## src/rtl/sig_seq_monitor.sv

```systemverilog
// Watches sig_in for an ordered list of signatures, each within a per-stage cycle budget; SIG_SYNC_EN adds a 2-flop input synchronizer.
// Latency: sig_in change -> accepted after (SIG_SYNC_EN ? 2 : 0) + STABLE cycles; accept -> status/cur_stage 1 cycle later.
// Backpressure: none; pure observer, sticky status held until start (re-arm) or abort.
module sig_seq_monitor #(
    parameter int WIDTH  = 16,
    parameter int STAGES = 4,
    parameter int TMO_W  = 24,
    parameter int STABLE = 3
) (
    input  logic                         mclk,
    input  logic                         reset_n,
    input  logic                         start,
    input  logic                         abort,
    input  logic [$clog2(STAGES+1)-1:0]  num_stages,
    input  logic [STAGES*WIDTH-1:0]      exp_sig,
    input  logic [TMO_W-1:0]             tmo_limit,
    input  logic [WIDTH-1:0]             sig_in,
    output logic                         busy,
    output logic                         started,
    output logic                         pass,
    output logic                         fail,
    output logic [$clog2(STAGES)-1:0]    cur_stage,
    output logic [WIDTH-1:0]             last_sig
);

    localparam int SW = $clog2(STAGES);
    localparam int RW = $clog2(STABLE + 1);

    typedef enum logic [1:0] {S_IDLE, S_WAIT, S_PASS, S_FAIL} state_t;

    logic [WIDTH-1:0] sample;

`ifdef SIG_SYNC_EN
    logic [WIDTH-1:0] sync1, sync2;

    always_ff @(posedge mclk or negedge reset_n) begin
        if (!reset_n) begin
            sync1 <= '0;
            sync2 <= '0;
        end else begin
            sync1 <= sig_in;
            sync2 <= sync1;
        end
    end

    assign sample = sync2;
`else
    assign sample = sig_in;
`endif

    // Run-length filter: a value is accepted once, when its run first reaches STABLE.
    logic [WIDTH-1:0] cand;
    logic [RW-1:0]    run, run_nxt;
    logic             same, acc_now, acc_vld;

    always_comb begin
        same    = (sample == cand);
        run_nxt = RW'(1);
        if (same)
            run_nxt = (run == RW'(STABLE)) ? run : run + RW'(1);
        acc_now = (run_nxt == RW'(STABLE)) && (!same || run != RW'(STABLE));
    end

    always_ff @(posedge mclk or negedge reset_n) begin
        if (!reset_n) begin
            cand     <= '0;
            run      <= '0;
            acc_vld  <= 1'b0;
            last_sig <= '0;
        end else begin
            cand    <= sample;
            run     <= run_nxt;
            acc_vld <= acc_now;
            if (acc_now)
                last_sig <= sample;
        end
    end

    state_t               state;
    logic [STAGES*WIDTH-1:0] exp_q;
    logic [TMO_W-1:0]     tmo_q, timer;
    logic [SW-1:0]        last_idx, last_nxt;
    logic [WIDTH-1:0]     cur_exp;
    logic                 match;

    always_comb begin
        last_nxt = '0;
        if (int'(num_stages) > STAGES)
            last_nxt = SW'(STAGES - 1);
        else if (num_stages != '0)
            last_nxt = SW'(int'(num_stages) - 1);
    end

    assign cur_exp = exp_q[int'(cur_stage)*WIDTH +: WIDTH];
    assign match   = acc_vld && (last_sig == cur_exp);

    always_ff @(posedge mclk or negedge reset_n) begin
        if (!reset_n) begin
            state     <= S_IDLE;
            busy      <= 1'b0;
            started   <= 1'b0;
            pass      <= 1'b0;
            fail      <= 1'b0;
            cur_stage <= '0;
            timer     <= '0;
            exp_q     <= '0;
            tmo_q     <= '0;
            last_idx  <= '0;
        end else if (abort) begin
            state     <= S_IDLE;
            busy      <= 1'b0;
            started   <= 1'b0;
            pass      <= 1'b0;
            fail      <= 1'b0;
            cur_stage <= '0;
            timer     <= '0;
        end else begin
            case (state)
                S_IDLE, S_PASS, S_FAIL: begin
                    if (start) begin
                        state     <= S_WAIT;
                        busy      <= 1'b1;
                        started   <= 1'b0;
                        pass      <= 1'b0;
                        fail      <= 1'b0;
                        cur_stage <= '0;
                        timer     <= '0;
                        exp_q     <= exp_sig;
                        tmo_q     <= tmo_limit;
                        last_idx  <= last_nxt;
                    end
                end
                S_WAIT: begin
                    // A match in the limit cycle takes precedence over the timeout.
                    if (match) begin
                        timer <= '0;
                        if (cur_stage == '0)
                            started <= 1'b1;
                        if (cur_stage == last_idx) begin
                            state <= S_PASS;
                            pass  <= 1'b1;
                            busy  <= 1'b0;
                        end else begin
                            cur_stage <= cur_stage + SW'(1);
                        end
                    end else if (tmo_q != '0 && timer == tmo_q) begin
                        state <= S_FAIL;
                        fail  <= 1'b1;
                        busy  <= 1'b0;
                    end else if (timer != '1) begin
                        timer <= timer + TMO_W'(1);
                    end
                end
                default: state <= S_IDLE;
            endcase
        end
    end

endmodule

```

## config.mk

```make
export PLATFORM = sky130hd
export DESIGN_NAME = sig_seq_monitor
export DESIGN_NICKNAME = d
export VERILOG_FILES = /design/src/rtl/sig_seq_monitor.sv
export SDC_FILE = /design/constraint.sdc
export NUM_CORES = 1
export LEC_CHECK = 0
export BUFFER_PORTS_ARGS = -buffer_cell sky130_fd_sc_hd__clkbuf_2
export CAP_MARGIN = 20
export CELL_PAD_IN_SITES_DETAIL_PLACEMENT = 0
export CELL_PAD_IN_SITES_GLOBAL_PLACEMENT = 2
export CORE_MARGIN = 5
export CORE_UTILIZATION = 37
export DETAILED_ROUTE_END_ITERATION = 12
export PLACE_DENSITY = 0.82
export RECOVER_POWER = 50
export SLEW_MARGIN = 0
export SYNTH_ARGS = -nofsm -noshare
export SYNTH_HDL_FRONTEND = slang
export SYNTH_SLANG_ARGS = --single-unit
```

## constraint.sdc

```tcl
create_clock -name mclk -period 3.3 [get_ports mclk]
set_clock_uncertainty 0.05 [all_clocks]
set_input_delay 0.165 -clock mclk [delete_from_list [all_inputs] [get_ports mclk]]
set_output_delay 0.165 -clock mclk [all_outputs]
set_load 0.005 [all_outputs]
```

* Word-level counts from Yosys, hierarchy flattened *
Index checks and enable logic that the tools add are counted.

operators by class
  muxes and demuxes = 40
  eq/ne operators = 22
  bitwise gates (word level) = 1
  reductions and logical operators = 17
  add/sub/neg operators = 4
  shifts and indexed selects = 1
  $lt $le $gt $ge = 1

operator list
  cell                     count
  $mux W24                 5
  $shiftx A64 B7 Y16       1
  $pmux W24 S2             1
  $eq A16 B16 Y1           2
  $mux W2                  13
  $add A24 B1 Y24 const B  1
  $eq A24 B24 Y1           1
  $ne A24 B24 Y1 const B   1
  $reduce_bool A24 Y1      1
  $ne A3 B3 Y1 const B     7
  $reduce_and A3 Y1        7
  $ne A4 B4 Y1 const B     4
  $mux W1                  15
  $eq A2 B2 Y1 const B     4
  $pmux W1 S2              4
  $pmux W2 S2              2
  $add A2 B1 Y2 const B    2
  $logic_not A2 Y1         2
  $gt A3 B3 Y1 const B     1
  $logic_and A1 B1 Y1      3
  $reduce_bool A3 Y1       1
  $reduce_or A3 Y1         1
  $eq A2 B1 Y1 const B     1
  $eq A2 B2 Y1             1
  other kinds (5)          5

word-level totals
  logic and storage cells = 100
  input bits = 111
  output and inout port bits = 22
  bits in registers = 157

* Logic depth before layout (Yosys ltp) *
  depth after elaboration = 6
  depth in mapped cells = 13
  depth with buffers taken out = 9

* Worst setup path after synthesis *
No wires, ideal clock.

  path kind = register to register
  from = register cur_stage[0]
  to = register timer[13]
  path buffers = 3
  stages on the path, launching flop included = 10
  setup slack = 0.359 ns
  library setup time = 0.126 ns
  clock period less this slack = 2.941 ns
  arrival = 2.765 ns
  required time = 3.124 ns
  cells stage by stage = dfrtp_1 -> buf_6 -> buf_8 -> mux4_2 -> xor2_1 -> or4_1 -> o31a_1 -> a21o_1 -> buf_6 -> a221o_1

between the ends
  word-level cells in the longest chain between the ends = 6
  elaborated cells between the ends (all ways) = 9
  those cells by class = eq/ne: 3; shift: 1; mux: 3; reduce/logical: 2

ends and longest elaborated chain
  what                     line  text
  from (decl)              22    output logic [$clog2(STAGES)-1:0] cur_stage,
  from (signal assigned)   144   cur_stage <= cur_stage + SW'(1);
  $shiftx A64 B7 Y16 (*)   94    assign cur_exp = exp_q[int'(cur_stage)*WIDTH +: WIDTH];
  $eq A16 B16 Y1 (*)       95    assign match = acc_vld && (last_sig == cur_exp);
  $logic_and A1 B1 Y1 (*)  95
  $mux W24                 135   if (match) begin
  $pmux W24 S2             118   case (state)
  $mux W24                 109   end else if (abort) begin
  to (signal assigned)     151   timer <= timer + TMO_W'(1);
  to (decl)                81    logic [TMO_W-1:0] tmo_q, timer;

Mark *: on every way between the ends. The rest lies on a longest branch, timed or not.
A chain may end at the register's enable or synchronous reset.

* Worst setup path after layout *
  from = register cur_stage[0]
  to = register cur_stage[0]

between the ends
  word-level cells in the longest chain between the ends = 5
  elaborated cells between the ends (all ways) = 12
  those cells by class = add/sub: 1; eq/ne: 4; shift: 1; mux: 4; reduce/logical: 2

ends and longest elaborated chain
  what                                                           line
  $shiftx A64 B7 Y16 / $add A2 B1 Y2 (equally long branches)     94, 144
  $eq A16 B16 Y1 / $mux W2 (equally long branches)               95, 139
  $logic_and A1 B1 Y1 / $mux W2 (equally long branches)          95, 135
  $ne A3 B3 Y1 (no line) / $pmux W2 S2 (equally long branches)   -
  $reduce_and A3 Y1 (no line) / $mux W2 (equally long branches)  -

Several ways; a longest one is shown, not always the timed one. The select of a mux whose other input is x is not followed.

==> run summary <==
For this block, the routed nets add up to 20,010 um of wire. Adding up every negative setup slack in the final design gives 0 ns. The tools report the post-synthesis cell type count as 51. The die covers 23,150 um^2.

Per report_power, the combinational group accounts for 24.7% of the total. The repair_antennas step left the layout with diodes totalling 0. The initial utilization of the core area, before any placement, comes to 37.31%. For this run, the top clock speed supported by timing is 318.5 MHz. In this run the power density over the cells is 596.1 nW/um^2. The maximum number of pins on one net before global-route repair was 94. Post-synthesis register bit count: 157. Once routing completed, OpenROAD measured the worst setup slack at 0.1607 ns. The max-cap violation count came out at 1. The clock passes through at most 2 buffers. The cell count after placement was 993. The async set-or-reset flop fraction in the synthesized netlist was 100.0%; the number of synthesized flops with an enable pin was 0. The final reports fail on capacitance limit, slew limit. In this run the horizontal extent of the chip is 152.2 um.

The flow ran to the end, but the final reports show violations. The portion of total power attributed to sequential cells was 43.3%; the count of buffers inserted at the top-level ports was 132. Static leakage: 4.495 nW. Final RePlAce weighted congestion: 0.8998. TritonCTS built the clock tree. Cells with a size suffix above 1 make up 31.17% of the layout.

The internal cell power is 4.194 mW, and the total area of sequential cells is 3930 um^2. The area of combinational cells with multiple inputs came out at 3397 um^2. Maximum fanout along the worst path: 12.

The start-to-end type of the worst setup path was reg2reg. The first detailed-routing pass took 4 iterations. Synthesis warning total: 0.

The tools report the count of final setup violators as 0. The count of standard-cell rows came out at 52. The height of the die is 152.2 um. Summing all placed instances gives a cell area of 8511 um^2.

The tools report the library cell used as clock root buffer as sky130_fd_sc_hd__clkbuf_16. In this run the count of I/O pins placed on the die edge is 133. In the final routed layout, each cell accounts on average for 17.66 um.

The number of global-route vias before repair is 5,972. The worst pin sits at a relative slew slack of -27.86%. The count of final max-slew check failures is 76, and the share of synthesized area occupied by flip-flops and latches is 52.54%.

In this run the cell area of the synthesized design comes to 7477 um^2. The global-route wire length before repair came out at 32,430 um. Relative to the synthesized area, the layout overhead comes to 35.63%. The final standard cell count with taps included and fillers excluded was 1,133; the clock-pin transition on the worst setup and hold timing paths was 0.07 ns. At the pin with the least slew margin, the transition time is 1.918 ns. TritonCTS created 17 clock buffers. The detailed router placed 5,702 vias in this run. Number of hold violations in the final report: 0. Of the available clock period, the critical path in the final layout requires 95.13%. The placeable core region was 20,040 um^2. The worst hold-check path type is in2reg. The total half-perimeter wirelength after legalization and detailed placement is 14,530 um, and the data arrival time of the worst path is 3.41 ns. The average footprint of a synthesized cell came out at 12.42 um^2.

The worst setup path is captured at a flip-flop. Measured on the finished design, the core utilization comes to 50.61%. The tools report the post-CTS setup buffer count as 0. Clock latency on the worst-skew pair, taken at its later pin, is 0.43 ns.

Setup repair after global routing left no endpoint under its margin. For the placement-stage worst setup slack, the log shows 0.04626 ns. The synthesized net count is 715, and the number of design-rule violations left by the first detailed-router iteration is 319.

The worst path needs 3.139 ns of the cycle, external delays included. Number of remaining DRC errors: 0. Summed over all layers, the global routing overflow is 0. Total power for the finished layout comes to 6.045 mW. The switching part of the total power was 30.63%. Per-cell via count in the routed design: 5.033. Post-route standard cell area excluding fillers: 10,140 um^2. For the number of nets with antenna violations after detailed routing, the log shows 0.

Of the total power, the clock network draws 32.1%. Counting every instance in the synthesized netlist gives 602. For the total routing resource utilization after global routing, the log shows 17.51%.

For this run, the leading register cell type out of synthesis is sky130_fd_sc_hd__dfrtp_1. Across all hold checks on the routed design, the worst slack comes to 0.03192 ns. The clock tree synthesis step divided the H-tree into 4 levels.

Number of filler cells placed in the layout: 1,795. The type of origin of the critical path is a flip-flop. VDD sags by at most 0.3697 mV. The tools report the number of antenna violations at the first check in global routing as 0. For this design the total switching power over the nets is 1.851 mW. The total clock sinks is 157. Data required time at the worst endpoint: 3.57 ns.

At the end of the flow, the number of nets in the layout was 963.
[final cells by class]
class / instances / area share, %
flip-flops and latches: 157 / 38.75
multi-input cells: 409 / 33.50
repair buffers: 255 / 18.14
clock buffers: 17 / 4.195
well taps: 270 / 3.331
clock inverters: 15 / 1.715
inverters: 10 / 0.3701
[power groups by stage]
stage                     Sequential [mW]  Clock, mW  Combinational, mW
after floorplan                      2.54          0               1.05
after global placement               2.64          0               1.35
after detailed placement             2.65          0               1.39
after CTS                            2.62       1.98               1.50
after global routing                 2.67       2.08               1.63
final                                2.61       1.94               1.49
[repair_timing]
| item | CTS | global route |
|---|---|---|
| hold endpoints to repair | 194 | 0 |
| hold buffers | 107 | 0 |
| resized for setup | 0 | 4 |
| setup endpoints to repair | 0 | 10 |
[logic make-up (layout without fill, tap and decap cells)]
group,count (synthesis),in the layout,share of synthesized area [%]
buffers and inverters,36,297,2.259
XOR/XNOR,65,65,7.614
AND/OR/NAND/NOR,149,149,10.32
adder cells (fa/ha/maj),2,2,0.3346
multiplexers,133,133,21.39
AO/OA/AOI/OAI,60,60,5.539
flip-flops,157,157,52.54
[per-layer routing]
metal / GRT usage [%] / vias up / share of wire, %
li1: - / 2695 / -
met1: 25.22 / 2848 / 48
met2: 26.69 / 130 / 46
met3: 3.465 / 29 / 3.7
met4: 5.736 / 0 / 2.1
met5: 0 / - / 0
[placed cells by master, fill, tap and decap left out, types with 13 or more instances in the layout]
cell type and n:
sky130_fd_sc_hd__mux2i_1 18, sky130_fd_sc_hd__mux2_2 105, sky130_fd_sc_hd__clkbuf_1 31, sky130_fd_sc_hd__xnor2_1 16, sky130_fd_sc_hd__xor2_1 49, sky130_fd_sc_hd__clkbuf_16 17, sky130_fd_sc_hd__nand3_1 19, sky130_fd_sc_hd__nand2_1 26
sky130_fd_sc_hd__o21ai_0 13, sky130_fd_sc_hd__nand4_1 13, sky130_fd_sc_hd__nor2_1 32, sky130_fd_sc_hd__dlygate4sd3_1 107, sky130_fd_sc_hd__clkbuf_2 101, sky130_fd_sc_hd__dfrtp_1 156, sky130_fd_sc_hd__nor4_1 20
[cell usage after synthesis (3+ instances only)]
library cell	count	area, um^2
sky130_fd_sc_hd__mux4_2	7	157.7
sky130_fd_sc_hd__xor2_1	49	429.2
sky130_fd_sc_hd__nor3_1	7	35.03
sky130_fd_sc_hd__nor3b_1	3	22.52
sky130_fd_sc_hd__a21oi_1	9	45.04
sky130_fd_sc_hd__nor2_1	32	120.1
sky130_fd_sc_hd__a221o_1	5	50.05
sky130_fd_sc_hd__mux4_1	3	78.83
sky130_fd_sc_hd__inv_1	9	33.78
sky130_fd_sc_hd__nand3_1	19	95.09
sky130_fd_sc_hd__and3_1	11	68.82
sky130_fd_sc_hd__nor4_1	20	125.1
sky130_fd_sc_hd__clkbuf_1	16	60.06
sky130_fd_sc_hd__dfrtp_1	157	3929
sky130_fd_sc_hd__xnor2_1	16	140.1
sky130_fd_sc_hd__nand2_1	26	97.59
sky130_fd_sc_hd__mux2i_1	18	180.2
sky130_fd_sc_hd__and2_1	3	18.77
sky130_fd_sc_hd__nand4_1	13	81.33
sky130_fd_sc_hd__a21o_1	5	37.54
sky130_fd_sc_hd__or3_1	6	37.54
sky130_fd_sc_hd__buf_2	6	30.03
sky130_fd_sc_hd__o31a_1	3	26.28
sky130_fd_sc_hd__o21ai_0	13	65.06
sky130_fd_sc_hd__a22o_1	3	26.28
sky130_fd_sc_hd__a31oi_1	5	31.28
sky130_fd_sc_hd__mux2_2	105	1182
[critical path, stage by stage, from the launching register on]
cell	delay (ns)
sky130_fd_sc_hd__dfrtp_2	0.42
sky130_fd_sc_hd__buf_4	0.17
sky130_fd_sc_hd__mux4_1	0.61
sky130_fd_sc_hd__xnor2_1	0.21
sky130_fd_sc_hd__nand4_1	0.11
sky130_fd_sc_hd__or4_1	0.43
sky130_fd_sc_hd__o31a_1	0.27
sky130_fd_sc_hd__buf_4	0.18
sky130_fd_sc_hd__or3_1	0.37
sky130_fd_sc_hd__mux2i_1	0.20
[worst paths after layout]
path / from / end / slack (ns) / cells past startpoint
max: cur_stage[0]$_DFFE_PN0P_ / cur_stage[0]$_DFFE_PN0P_ / 0.16 / 9
min: num_stages[1] / last_idx[0]$_DFFE_PN0P_ / 0.03 / 3
max reg2reg: cur_stage[0]$_DFFE_PN0P_ / cur_stage[0]$_DFFE_PN0P_ / 0.16 / 9
min reg2reg: run[1]$_DFF_PN0_ / run[0]$_DFF_PN0_ / 0.45 / 1
max in group asynchronous: reset_n / exp_q[13]$_DFFE_PN0P_ / 0.59 / 3
min in group asynchronous: reset_n / exp_q[46]$_DFFE_PN0P_ / 0.74 / 2
[flip-flops by register name, indices dropped and copies added, names as in the netlist]
register and flops:
run 2, exp_q 64, state 2, busy 1, cand 16, fail 1
acc_vld 1, last_idx 2, timer 24, tmo_q 24, pass 1, started 1
last_sig 16, cur_stage 2
No activity file was read; power rests on OpenSTA's default activity.
